$ cat src/rtl/csi_acq_pkg.sv
// csi_acq_pkg: state encoding, default parameters and a saturating-increment helper
// shared by the CSI acquisition sequencer.
package csi_acq_pkg;
  typedef enum logic [2:0] {
    IDLE      = 3'd0,
    SEARCH    = 3'd1,
    WAIT_LONG = 3'd2,
    CAPTURE   = 3'd3,
    DONE      = 3'd4,
    HOLDOFF   = 3'd5
  } acq_state_t;
  localparam int unsigned CAPTURE_LEN_DEF  = 128;
  localparam int unsigned LONG_TIMEOUT_DEF = 320;
  localparam int unsigned HOLDOFF_DEF      = 64;
  localparam int unsigned CNT_W_DEF        = 16;
  localparam int unsigned STATS_W          = 16;
  function automatic logic [STATS_W-1:0] sat_inc(input logic [STATS_W-1:0] v, input logic en);
    return v + STATS_W'(en && v != '1);
  endfunction
endpackage

$ cat src/rtl/csi_acq_ctrl_sample_counter.sv
// sample_counter: valid-gated saturating counter with synchronous clear-load and a
// terminal-count flag that is high while the count equals TERM-1.
module sample_counter
  import csi_acq_pkg::*;
#(
  parameter int unsigned W    = CNT_W_DEF,
  parameter int unsigned TERM = 1
) (
  input  logic         clk_i,
  input  logic         rst_n_i,
  input  logic         load_i,
  input  logic         inc_i,
  output logic [W-1:0] cnt_o,
  output logic         tc_o
);
  localparam logic [W-1:0] LAST = W'(TERM == 0 ? 0 : TERM - 1);
  logic [W-1:0] cnt_q, cnt_d;
  always_comb cnt_d = load_i ? '0 : (inc_i && cnt_q != '1) ? cnt_q + 1'b1 : cnt_q;
  always_ff @(posedge clk_i or negedge rst_n_i)
    if (!rst_n_i) cnt_q <= '0;
    else cnt_q <= cnt_d;
  assign cnt_o = cnt_q;
  assign tc_o  = cnt_q == LAST;
endmodule

$ cat src/rtl/csi_acq_ctrl.sv
// csi_acq_ctrl: CSI acquisition sequencer (search, long-preamble wait, capture, host handoff, holdoff).
// Define CSI_ACQ_STATS_EN to add saturating frame/timeout/abort counters.
module csi_acq_ctrl
  import csi_acq_pkg::*;
#(
  parameter int unsigned CAPTURE_LEN  = CAPTURE_LEN_DEF,
  parameter int unsigned LONG_TIMEOUT = LONG_TIMEOUT_DEF,
  parameter int unsigned HOLDOFF      = HOLDOFF_DEF,
  parameter int unsigned CNT_W        = CNT_W_DEF
) (
  input  logic                           clk_in,
  input  logic                           rst_n_in,
  input  logic                           enable_in,
  input  logic                           sample_in_valid,
  input  logic                           short_detected_in,
  input  logic                           long_detected_in,
  input  logic                           frame_ack_in,
  output logic                           det_rst_out,
  output logic                           capture_we_out,
  output logic [$clog2(CAPTURE_LEN)-1:0] capture_addr_out,
  output logic                           frame_done_out,
  output logic                           timeout_out,
  output logic [2:0]                     state_out
`ifdef CSI_ACQ_STATS_EN
  ,
  output logic [STATS_W-1:0]             frames_out,
  output logic [STATS_W-1:0]             timeouts_out,
  output logic [STATS_W-1:0]             aborts_out
`endif
);
  localparam int unsigned AW = $clog2(CAPTURE_LEN);
  acq_state_t state_q, state_d;
  logic we_d, tmo_d;
  logic det_rst_q, we_q, done_q, tmo_q;
  logic [AW-1:0] addr_q, addr_cnt;
  logic [CNT_W-1:0] tmo_cnt, hold_cnt;
  logic tmo_tc, addr_tc, hold_tc;
  logic unused_cnt;
  assign unused_cnt = ^{tmo_cnt, hold_cnt};
  sample_counter #(.W(CNT_W), .TERM(LONG_TIMEOUT)) u_tmo_cnt (
    .clk_i(clk_in), .rst_n_i(rst_n_in),
    .load_i(state_q != WAIT_LONG || short_detected_in), .inc_i(sample_in_valid),
    .cnt_o(tmo_cnt), .tc_o(tmo_tc)
  );
  // Address counter is exactly AW bits wide, so it saturates on the last index.
  sample_counter #(.W(AW), .TERM(CAPTURE_LEN)) u_addr_cnt (
    .clk_i(clk_in), .rst_n_i(rst_n_in),
    .load_i(state_q != CAPTURE), .inc_i(sample_in_valid),
    .cnt_o(addr_cnt), .tc_o(addr_tc)
  );
  sample_counter #(.W(CNT_W), .TERM(HOLDOFF)) u_hold_cnt (
    .clk_i(clk_in), .rst_n_i(rst_n_in),
    .load_i(state_q != csi_acq_pkg::HOLDOFF), .inc_i(sample_in_valid),
    .cnt_o(hold_cnt), .tc_o(hold_tc)
  );
  always_comb begin
    state_d = state_q;
    we_d    = 1'b0;
    tmo_d   = 1'b0;
    case (state_q)
      IDLE:      state_d = enable_in ? SEARCH : IDLE;
      SEARCH:    state_d = short_detected_in ? WAIT_LONG : SEARCH;
      WAIT_LONG: begin
        tmo_d   = !long_detected_in && !short_detected_in && sample_in_valid && tmo_tc;
        state_d = long_detected_in ? CAPTURE : tmo_d ? SEARCH : WAIT_LONG;
      end
      CAPTURE: begin
        we_d    = sample_in_valid;
        state_d = (sample_in_valid && addr_tc) ? DONE : CAPTURE;
      end
      DONE:      state_d = !frame_ack_in ? DONE : !enable_in ? IDLE :
                           (HOLDOFF == 0) ? SEARCH : csi_acq_pkg::HOLDOFF;
      csi_acq_pkg::HOLDOFF:
                 state_d = (sample_in_valid && hold_tc) ? SEARCH : csi_acq_pkg::HOLDOFF;
      default:   state_d = IDLE;
    endcase
    // A finished frame survives enable loss until the host acks it.
    if (!enable_in && state_q != DONE) begin
      state_d = IDLE;
      we_d    = 1'b0;
      tmo_d   = 1'b0;
    end
  end
  always_ff @(posedge clk_in or negedge rst_n_in)
    if (!rst_n_in) begin
      state_q   <= IDLE;
      det_rst_q <= 1'b1;
      we_q      <= 1'b0;
      addr_q    <= '0;
      done_q    <= 1'b0;
      tmo_q     <= 1'b0;
    end else begin
      state_q   <= state_d;
      det_rst_q <= !(state_d == SEARCH || state_d == WAIT_LONG) || tmo_d;
      we_q      <= we_d;
      addr_q    <= we_d ? addr_cnt : (state_d == CAPTURE || state_d == DONE) ? addr_q : '0;
      done_q    <= state_d == DONE;
      tmo_q     <= tmo_d;
    end
  assign state_out        = state_q;
  assign det_rst_out      = det_rst_q;
  assign capture_we_out   = we_q;
  assign capture_addr_out = addr_q;
  assign frame_done_out   = done_q;
  assign timeout_out      = tmo_q;
`ifdef CSI_ACQ_STATS_EN
  logic [STATS_W-1:0] frames_q, timeouts_q, aborts_q;
  always_ff @(posedge clk_in or negedge rst_n_in)
    if (!rst_n_in) begin
      frames_q   <= '0;
      timeouts_q <= '0;
      aborts_q   <= '0;
    end else begin
      frames_q   <= sat_inc(frames_q, state_d == DONE && state_q != DONE);
      timeouts_q <= sat_inc(timeouts_q, tmo_d);
      aborts_q   <= sat_inc(aborts_q, !enable_in && (state_q == WAIT_LONG || state_q == CAPTURE));
    end
  assign frames_out   = frames_q;
  assign timeouts_out = timeouts_q;
  assign aborts_out   = aborts_q;
`endif
endmodule

$ cat config.mk
export PLATFORM = sky130hd
export DESIGN_NAME = csi_acq_ctrl
export DESIGN_NICKNAME = d
export VERILOG_FILES = /design/src/rtl/csi_acq_pkg.sv /design/src/rtl/csi_acq_ctrl_sample_counter.sv /design/src/rtl/csi_acq_ctrl.sv
export SDC_FILE = /design/constraint.sdc
export NUM_CORES = 1
export LEC_CHECK = 0
export CAP_MARGIN = 5
export CORE_ASPECT_RATIO = 1.1
export CORE_UTILIZATION = 30
export DETAILED_ROUTE_END_ITERATION = 6
export GPL_TIMING_DRIVEN = 0
export PLACE_DENSITY_LB_ADDON = 0.1
export SYNTH_ARGS = -nofsm -noshare
export SYNTH_HDL_FRONTEND = slang
export SYNTH_SLANG_ARGS = --single-unit
$ cat constraint.sdc
create_clock -name clk_in -period 2.48 [get_ports clk_in]
set_clock_uncertainty 0.1 [all_clocks]
set_input_delay 0.744 -clock clk_in [delete_from_list [all_inputs] [get_ports clk_in]]
set_output_delay 0.744 -clock clk_in [all_outputs]
set_load 0.03 [all_outputs]
==> results.tsv, run 1 <==
stage	metric	value	unit
final_layout	final_util	0.358	
sta	min_period_over_period	0.959	
synthesis	postSynthCellCount	279	
critical_path	arrival	1.54	ns
die	fp.dieArea	0.00944	mm2
clock_network	cts_tree	built	
die	ios	21	
synthesis	synth_edf_count	0	
critical_path	end_kind	primary output	
clock_network	clockBufferDepth	2	
placed_design	dp_cells	413	
sta	max_freq	420	MHz
final_layout	antenna-diode-count	0	
sta	drv_slew	0	
sta	tightest_slew	0.578	ns
die	core	0.00883	mm2
placed_design	post-place-ws	-0.391	ns
sta	rsz0062_at_grt	yes	
synthesis	ys_types	45	
critical_path	max_stage_delay	0.73	ns
clock_network	htreeDepth	2	
sta	timing.hold.ws	0.310	ns
synthesis	seq_area_frac_synth	0.489	
die	std_cell_rows	36	
route	avgViaCountPerCell	4.72	
synthesis	synth-seq-cells	53	
clock_network	clkLatencyLatePin	0.30	ns
sta	fin_ws	0.101	ns
placed_design	place_hpwl	4100	um
grt	grt_pass1_wl	9610	um
outcome	outcome	finished, final reports clean	
final_layout	final_nets	317	
critical_path	critPathLaunchType	register	
critical_path	r2r_cells	6	
power	power_density	469	mW/mm2
sta	fin_crit	2.38	ns
synthesis	synth_area	0.00272	mm2
synthesis	synth_area_leaders	dfrtp_1 48%, xor2_1 8.7%, nor2_1 6.8%	
flow_run	drv_cap	0	
route	ant_nets	0	
critical_path	cp_data_required_time	1.64	ns
route	drc	0	
final_layout	drive_above_1_share	0.0812	
synthesis	mappedNetlistNets	289	
clock_network	cts_hold_buf	0	
sta	setup_viol	0	
final_layout	final_cells	422	
grt	antenna_found_initial	0	
critical_path	worstPathCellList	clkdlybuf4s50_1	
critical_path	cp_max_fo	9	
synthesis	synth.avg_cell_area	9.74	um2
hold_path	hp-class	primary input to async pin	
synthesis	async_flop_share	1.00	
clock_network	cts-root-buf	clkbuf_8	
route	finalWirelength	5520	um
critical_path	crit_family	buffers and inverters	
die	die_w	92.7	um
clock_network	clk_pin_slew_worst_paths	0.09	ns
final_layout	fill_cells	950	
synthesis	synth_top_area_cell	dfrtp_1	
die	start_util	0.308	
die	dieHeight	102	um
route	firstDrtPassIters	4	
sta	fin_setup_tns	0	ns
critical_path	worstSetupPathDepth	1	
placed_design	gp_congestion	0.755	
power	fin_total_pwr	1.48	mW
final_layout	syn_to_final_growth	16.4	%
power	leakage	1.29	nW
critical_path	critPathBufInv	1	
grt	overflow	0	
sta	max_slew_margin	0.612	
grt	first_global_vias	1936	
synthesis	yosys.cell_count.top_type	dfrtp_1	
route	num_vias	1992	
sta	hold_violations	0	
critical_path	path_class	register to primary output	
clock_network	clock-sinks	53	
synthesis	synth_warnings	0	
placed_design	port_buffers	19	
grt	grt_max_degree	33	
synthesis	synth_flop_cell	dfrtp_1	
critical_path	slowest_stage	clkdlybuf4s50_1	
power	vdd_drop_max	223	uV
route	wire_per_inst	13.1	um
route	drt-initial-drc-count	60	
clock_network	cts_buffers	5	
synthesis	synth_commonest_cells	52 x dfrtp_1, 49 x nor2_1, 32 x nand2_1, 27 x xor2_1, 17 x nand3_1	
critical_path	r2r_slack	0.23	ns
placed_design	placed_area	0.00306	mm2
synthesis	yosys.area.top_type_share	0.479	
final_layout	fin_area	0.00316	mm2
grt	track_usage	0.130	
==> worst paths after layout <==
path	end	from
worst max-delay path	state_out[2]	state_out[2]$_DFF_PN0_
worst min-delay path	capture_addr_out[3]$_DFFE_PN0P_	rst_n_in
worst max register to register	capture_addr_out[2]$_DFFE_PN0P_	u_hold_cnt.cnt_o[8]$_DFFE_PN0P_
worst min register to register	capture_addr_out[2]$_DFFE_PN0P_	capture_addr_out[2]$_DFFE_PN0P_
max in group asynchronous	det_rst_out$_DFF_PN1_	rst_n_in
min in group clk_in	capture_addr_out[2]$_DFFE_PN0P_	capture_addr_out[2]$_DFFE_PN0P_
==> layer usage <==
metal,up-vias,track usage,share of wire
met4,0,0.0355,0.013
li1,1010,-,-
met5,-,0,0
met2,23,0.202,0.44
met1,954,0.184,0.52
met3,5,0.0285,0.029
==> cell type report <==
type / count / area (um2) / area share
clock buffer: 7 / 76.3 / 0.0241
sequential: 53 / 1330 / 0.420
timing repair buffer: 21 / 211 / 0.0669
inverter: 7 / 26.3 / 0.00831
buffer: 7 / 35.0 / 0.0111
multi-input combinational: 212 / 1340 / 0.423
tap: 114 / 143 / 0.0451
clock inverter: 1 / 5.00 / 0.00158
==> where the power goes <==
group / switching (mW) / internal, mW / total, mW / leakage, nW
logic: 0.0814 / 0.0509 / 0.132 / 0.515
registers: 0.00667 / 0.872 / 0.878 / 0.736
clock network: 0.271 / 0.199 / 0.470 / 0.0422
==> flip-flops by register name, indices dropped and copies added (netlist names) <==
register          count
capture_addr_out      7
frame_done_out        1
capture_we_out        1
state_out             3
timeout_out           1
det_rst_out           1
u_hold_cnt.cnt_o     16
u_tmo_cnt.cnt_o      16
u_addr_cnt.cnt_o      7
==> cell families after synthesis <==
group	share of synthesized area
fa+ha+maj	0.0138
mux	0.0111
buf+inv	0.0216
compound gates	0.0852
simple gates	0.267
flops	0.489
xor+xnor	0.113
==> what timing repair did <==
| item | in CTS | in global routing |
|---|---|---|
| resized for setup | 1 | 2 |
| setup buffers | 1 | 0 |
| endpoints found under the setup margin | 7 | 7 |
| endpoints found under the hold margin | 0 | 0 |
| pin swaps | 2 | 1 |
==> cell usage in the layout (no fill, tap or decap), drive strengths merged, types with 4 or more instances in the layout <==
cell type	synthesis	final
nand2	32	32
inv	6	6
a31oi	4	4
buf	4	6
clkbuf	3	11
xnor2	8	8
o21ai	11	11
dfrtp	52	52
nand4	15	15
nor2	49	49
and3	6	6
clkdlybuf4s50	0	17
nand3	17	17
xor2	27	27
Power figures use the tool's default switching activity.
==> run 2: changes to the inputs <==
--- a/config.mk
+++ b/config.mk
@@ -7,7 +7,7 @@
 export LEC_CHECK = 0
 export CAP_MARGIN = 5
 export CORE_ASPECT_RATIO = 1.1
-export CORE_UTILIZATION = 30
+export CORE_UTILIZATION = 40
 export DETAILED_ROUTE_END_ITERATION = 6
 export GPL_TIMING_DRIVEN = 0
 export PLACE_DENSITY_LB_ADDON = 0.1
==> run 2 against run 1 <==
Compared with the run above: clock-buffer cell count shrank 2; combinational power is essentially flat; register-to-register slack lost 0.06 ns; cell area shrank 0.75%; die area shrank 25%; fmax shrank 0.41%; critical path depth is the same; non-clock buffer count shrank 1; first-iteration DRC count grew 100%; critical endpoint is now state_out[0].
==> results.tsv, run 2 (synthesis gave the netlist of run 1 again) <==
stage	metric	value	unit	change
final_layout	final_cell_mix	52 x dfrtp_1, 49 x nor2_1, 32 x nand2_1		unchanged
placed_design	place_hpwl	3730	um	was 4100 um
power	leakage	1.31	nW	was 1.29 nW
sta	fin_setup_tns	0	ns	unchanged
sta	max_slew_margin	0.604		was 0.612
clock_network	clock-sinks	53		unchanged
route	avgViaCountPerCell	5.07		was 4.72
die	start_util	0.414		was 0.308
clock_network	post-cts-setup-buffer-count	0		was 1
critical_path	regToRegStartpoint	u_tmo_cnt.cnt_o[0]$_DFFE_PN0P_		was u_hold_cnt.cnt_o[8]$_DFFE_PN0P_
clock_network	clk_pin_slew_worst_paths	0.10	ns	was 0.09 ns
die	std_cell_rows	31		was 36
grt	grt_max_degree	30		was 33
critical_path	max_stage_delay	0.73	ns	about the same
placed_design	gp_congestion	0.819		was 0.755
die	die_w	80.6	um	was 92.7 um
critical_path	crit_start	state_out[0]$_DFF_PN0_		was state_out[2]$_DFF_PN0_
final_layout	drive_above_1_share	0.0817		was 0.0812
final_layout	final_cells	388		was 422
route	drc	0		unchanged
grt	met2_usage	0.270		was 0.202
power	p_switching	0.367	mW	was 0.359 mW
grt	busiest_layer	met2		unchanged
outcome	outcome	finished, final reports clean		unchanged
die	ios	21		unchanged
die	fp.dieArea	0.00712	mm2	was 0.00944 mm2
clock_network	cts-root-buf	clkbuf_8		unchanged
sta	setup_viol	0		unchanged
grt	track_usage	0.169		was 0.130
sta	tightest_slew	0.590	ns	was 0.578 ns
critical_path	worstPathCellList	clkdlybuf4s50_1		unchanged
grt	grt_use_met1	0.225		was 0.184
critical_path	slowest_stage	clkdlybuf4s50_1		unchanged
hold_path	hp-class	primary input to async pin		unchanged
critical_path	arrival	1.54	ns	about the same
critical_path	critPathBufInv	1		unchanged
power	swShare	0.232		was 0.243
power	clkPwrFrac	0.362		was 0.318
critical_path	critPathLaunchType	register		unchanged
clock_network	cts_tree	built		unchanged
critical_path	path_class	register to primary output		unchanged
final_layout	final_nets	316		was 317
power	pwr-share-comb	0.082		was 0.089
critical_path	cp_data_required_time	1.64	ns	about the same
sta	min_period_over_period	0.963		was 0.959
sta	fin_crit	2.39	ns	was 2.38 ns
clock_network	clockBufferDepth	2		unchanged
die	dieHeight	88.4	um	was 102 um
grt	antenna_found_initial	0		unchanged
sta	max_freq	419	MHz	was 420 MHz
final_layout	fill_cells	632		was 950
power	p_int	1.21	mW	was 1.12 mW
route	wire_per_inst	13.3	um	was 13.1 um
critical_path	end_kind	primary output		unchanged
grt	first_global_vias	1999		was 1936
sta	drv_slew	0		unchanged
critical_path	cp_max_fo	8		was 9
final_layout	seqCellArea	0.00133	mm2	unchanged
power	power_density	504	mW/mm2	was 469 mW/mm2
clock_network	htreeDepth	2		unchanged
final_layout	multiInputGateArea	0.00134	mm2	unchanged
route	firstDrtPassIters	4		unchanged
power	pwr-share-seq	0.556		was 0.593
critical_path	crit_family	buffers and inverters		unchanged
route	ant_nets	0		unchanged
sta	hold_violations	0		unchanged
grt	met3_usage	0.0392		was 0.0285
route	num_vias	1968		was 1992
critical_path	r2r_slack	0.17	ns	was 0.23 ns
route	finalWirelength	5170	um	was 5520 um
placed_design	dp_cells	381		was 413
power	vdd_drop_max	292	uV	was 223 uV
clock_network	cts_buffers	5		unchanged
final_layout	antenna-diode-count	0		unchanged
clock_network	clkLatencyLatePin	0.30	ns	about the same
final_layout	final_common_cell	dfrtp_1		unchanged
die	core	0.00656	mm2	was 0.00883 mm2
sta	rsz0062_at_grt	no		was yes
grt	grt_pass1_wl	9160	um	was 9610 um
flow_run	drv_cap	0		unchanged
final_layout	syn_to_final_growth	15.5	%	was 16.4%
grt	overflow	0		unchanged
placed_design	port_buffers	19		unchanged
route	drt-initial-drc-count	120		was 60
run 2: changes by cell type in the layout (fill, tap and decap cells not counted):
cell,delta
buf_2,+1
buf_4,-1
bufinv_16,+1
clkbuf_1,-2
clkbuf_4,-1
dlygate4sd2_1,-1
dlymetal6s2s_1,+1
run 2: layer usage:
layer	share of wire	routed length, um	vias to the layer above
met5	0	0	-
met4	0.0083	43	0
met3	0.029	149	2
met2	0.47	2400	28
met1	0.50	2570	931
li1	-	-	1007
run 2: final cells by class:
type / count / area share
Buffer: 7 / 0.0104
Clock inverter: 2 / 0.0112
Clock buffer: 5 / 0.0219
Tap cell: 82 / 0.0327
Multi-Input combinational cell: 212 / 0.426
Timing Repair Buffer: 20 / 0.0662
Inverter: 7 / 0.00838
Sequential cell: 53 / 0.423
run 2: repair_timing:
item,CTS,global route
setup endpoints to repair,0,8
hold buffers,0,0
resized for setup,0,2
run 2: worst paths after layout:
path | end | depth (start not counted)
hold / removal | u_addr_cnt.cnt_o[1]$_DFFE_PN0P_ | 1
setup reg to reg | u_tmo_cnt.cnt_o[8]$_DFFE_PN0P_ | 9
max in group asynchronous | det_rst_out$_DFF_PN1_ | 2
setup / recovery | state_out[0] | 1
hold reg to reg | capture_addr_out[3]$_DFFE_PN0P_ | 2
min in group clk_in | capture_addr_out[3]$_DFFE_PN0P_ | 2
run 2: through the flow:
stage          total power [mW]  hold WS [ns]  instance area (um2)   util  setup slack, ns
5_1_grt                    1.65         0.372                 3140  0.479           0.0170
3_3_place_gp               1.02         0.405                 3010  0.459            -1.12
4_1_cts                    1.60         0.350                 3130  0.477          0.00201
2_1_floorplan             0.970         0.348                 2720      -            0.270
3_5_place_dp               1.03         0.413                 3020  0.461           -0.317
6_report                   1.58         0.332                 3140  0.479           0.0910
run 2: power by group through the flow:
stage	clock (mW)	sequential, mW	combinational [mW]
after global routing	0.629	0.881	0.145
after global placement	0	0.897	0.128
after floorplan	0	0.907	0.0633
after detailed placement	0	0.897	0.132
final	0.573	0.879	0.129
after CTS	0.591	0.880	0.132
==> run 3: changes to the inputs <==
--- a/config.mk
+++ b/config.mk
@@ -7,9 +7,11 @@
 export LEC_CHECK = 0
 export CAP_MARGIN = 5
 export CORE_ASPECT_RATIO = 1.1
+export CORE_MARGIN = 1.5
 export CORE_UTILIZATION = 40
 export DETAILED_ROUTE_END_ITERATION = 6
 export GPL_TIMING_DRIVEN = 0
+export HOLD_SLACK_MARGIN = 0.15
 export PLACE_DENSITY_LB_ADDON = 0.1
 export SYNTH_ARGS = -nofsm -noshare
 export SYNTH_HDL_FRONTEND = slang
==> run 3 against run 2 <==
Compared with the run above: cell count up 0.26%; global-route usage down 1.1 points; die area up 2.4%; flip-flop and latch count unchanged; hold slack worse by 0.041 ns; wire length down 0.21%; power down 6.5%; clock-buffer cell count up 1; critical endpoint is now state_out[2]; largest power group unchanged.
==> results.tsv, run 3 (synthesis gave the netlist of run 1 again) <==
stage	metric	value	unit	change
die	die_w	81.6	um	was 80.6 um
grt	grt_max_degree	35		was 30
sta	fin_crit	2.40	ns	was 2.39 ns
critical_path	max_stage_delay	0.73	ns	about the same
critical_path	cp_data_required_time	1.64	ns	about the same
clock_network	cts_buffers	5		unchanged
final_layout	final_nets	316		unchanged
sta	max_slew_margin	0.623		was 0.604
sta	max_freq	417	MHz	was 419 MHz
sta	fin_setup_tns	0	ns	unchanged
critical_path	crit_end	state_out[2]		was state_out[0]
route	wire_per_inst	13.3	um	about the same
sta	tightest_slew	0.562	ns	was 0.590 ns
die	core	0.00659	mm2	was 0.00656 mm2
clock_network	clk_pin_slew_worst_paths	0.10	ns	about the same
die	dieHeight	89.4	um	was 88.4 um
die	start_util	0.412		was 0.414
critical_path	path_class	register to primary output		unchanged
critical_path	critPathLaunchType	register		unchanged
clock_network	post-cts-setup-buffer-count	0		unchanged
grt	track_usage	0.158		was 0.169
power	vdd_drop_max	222	uV	was 292 uV
route	firstDrtPassIters	4		unchanged
critical_path	crit_start	state_out[2]$_DFF_PN0_		was state_out[0]$_DFF_PN0_
critical_path	crit_family	buffers and inverters		unchanged
sta	drv_slew	0		unchanged
power	fin_total_pwr	1.48	mW	was 1.58 mW
grt	first_global_vias	1860		was 1999
route	ant_nets	0		unchanged
critical_path	end_kind	primary output		unchanged
sta	rsz0062_at_grt	no		unchanged
critical_path	regToRegStartpoint	u_tmo_cnt.cnt_o[0]$_DFFE_PN0P_		unchanged
route	avgViaCountPerCell	5.11		was 5.07
critical_path	slowest_stage	clkdlybuf4s50_1		unchanged
power	leakage	1.30	nW	was 1.31 nW
clock_network	cts-root-buf	clkbuf_8		unchanged
critical_path	critPathBufInv	1		unchanged
die	std_cell_rows	31		unchanged
final_layout	syn_to_final_growth	14.7	%	was 15.5%
sta	setup_viol	0		unchanged
final_layout	antenna-diode-count	0		unchanged
critical_path	worstPathCellList	clkdlybuf4s50_1		unchanged
placed_design	post-place-ws	-0.322	ns	was -0.317 ns
die	ios	21		unchanged
grt	grt_pass1_wl	8870	um	was 9160 um
placed_design	place_hpwl	3740	um	was 3730 um
die	fp.dieArea	0.00729	mm2	was 0.00712 mm2
final_layout	drive_above_1_share	0.0814		was 0.0817
critical_path	r2r_slack	0.17	ns	about the same
critical_path	worstSetupPathDepth	1		unchanged
placed_design	port_buffers	19		unchanged
clock_network	htreeDepth	2		unchanged
route	drc	0		unchanged
critical_path	reg2reg_to	u_tmo_cnt.cnt_o[14]$_DFFE_PN0P_		was u_tmo_cnt.cnt_o[8]$_DFFE_PN0P_
clock_network	clock-sinks	53		unchanged
route	drt-initial-drc-count	86		was 120
final_layout	final_cell_mix	52 x dfrtp_1, 49 x nor2_1, 32 x nand2_1		unchanged
critical_path	r2r_cells	9		unchanged
placed_design	gp_congestion	0.802		was 0.819
grt	overflow	0		unchanged
final_layout	final_common_cell	dfrtp_1		unchanged
grt	antenna_found_initial	0		unchanged
route	num_vias	1986		was 1968
power	power_density	474	mW/mm2	was 504 mW/mm2
sta	hold_violations	0		unchanged
hold_path	hp-class	primary input to async pin		unchanged
outcome	outcome	finished, final reports clean		unchanged
final_layout	fill_cells	640		was 632
sta	fin_ws	0.0811	ns	was 0.0910 ns
clock_network	clkLatencyLatePin	0.30	ns	about the same
final_layout	final_util	0.472		was 0.479
critical_path	arrival	1.55	ns	was 1.54 ns
clock_network	clockBufferDepth	2		unchanged
flow_run	drv_cap	0		unchanged
critical_path	cp_max_fo	9		was 8
route	finalWirelength	5160	um	was 5170 um
sta	min_period_over_period	0.967		was 0.963
clock_network	cts_tree	built		unchanged
run 3: timing repair:
action,in CTS,in global routing
setup endpoints to repair,0,8
hold buffers,0,0
resized for setup,0,2
run 3: how the worst min path moves through the flow:
| stage | slack [ns] | cells after the start | to | startpoint |
|---|---|---|---|---|
| finish | 0.29 | 1 | capture_addr_out[1]$_DFFE_PN0P_ | rst_n_in |
| global route | 0.33 | 1 | capture_addr_out[1]$_DFFE_PN0P_ | rst_n_in |
| CTS | 0.30 | 1 | u_addr_cnt.cnt_o[1]$_DFFE_PN0P_ | rst_n_in |
| detailed placement | 0.41 | 2 | capture_addr_out[4]$_DFFE_PN0P_ | capture_addr_out[4]$_DFFE_PN0P_ |
| global placement | 0.41 | 2 | capture_addr_out[1]$_DFFE_PN0P_ | capture_addr_out[1]$_DFFE_PN0P_ |
| floorplan | 0.35 | 0 | capture_addr_out[0]$_DFFE_PN0P_ | rst_n_in |
run 3: metal layers:
layer / up-vias / track usage / share of wire
met3: 8 / 0.0316 / 0.030
met5: - / 0 / 0
li1: 1008 / - / -
met1: 935 / 0.225 / 0.50
met4: 0 / 0.0524 / 0.013
met2: 35 / 0.242 / 0.46
run 3: where the power goes:
part / switching (mW) / internal [mW]
Sequential: 0.00751 / 0.872
Clock: 0.274 / 0.196
Combinational: 0.0793 / 0.0487
run 3: metrics by stage:
| stage | cells | hold slack (ns) | instance area, um2 |
|---|---|---|---|
| 2_1_floorplan | 279 | 0.348 | 2720 |
| 3_3_place_gp | 380 | 0.408 | 3010 |
| 3_5_place_dp | 381 | 0.410 | 3020 |
| 4_1_cts | 389 | 0.305 | 3110 |
| 5_1_grt | 389 | 0.326 | 3120 |
| 6_report | 389 | 0.291 | 3120 |
run 3: cell type report:
type	instances	area (um2)	area share
multi-input combinational	212	1340	0.429
sequential	53	1330	0.426
timing repair buffer	20	208	0.0667
tap	82	103	0.0329
clock buffer	6	72.6	0.0233
buffer	7	32.5	0.0104
inverter	7	26.3	0.00843
clock inverter	2	10.0	0.00321
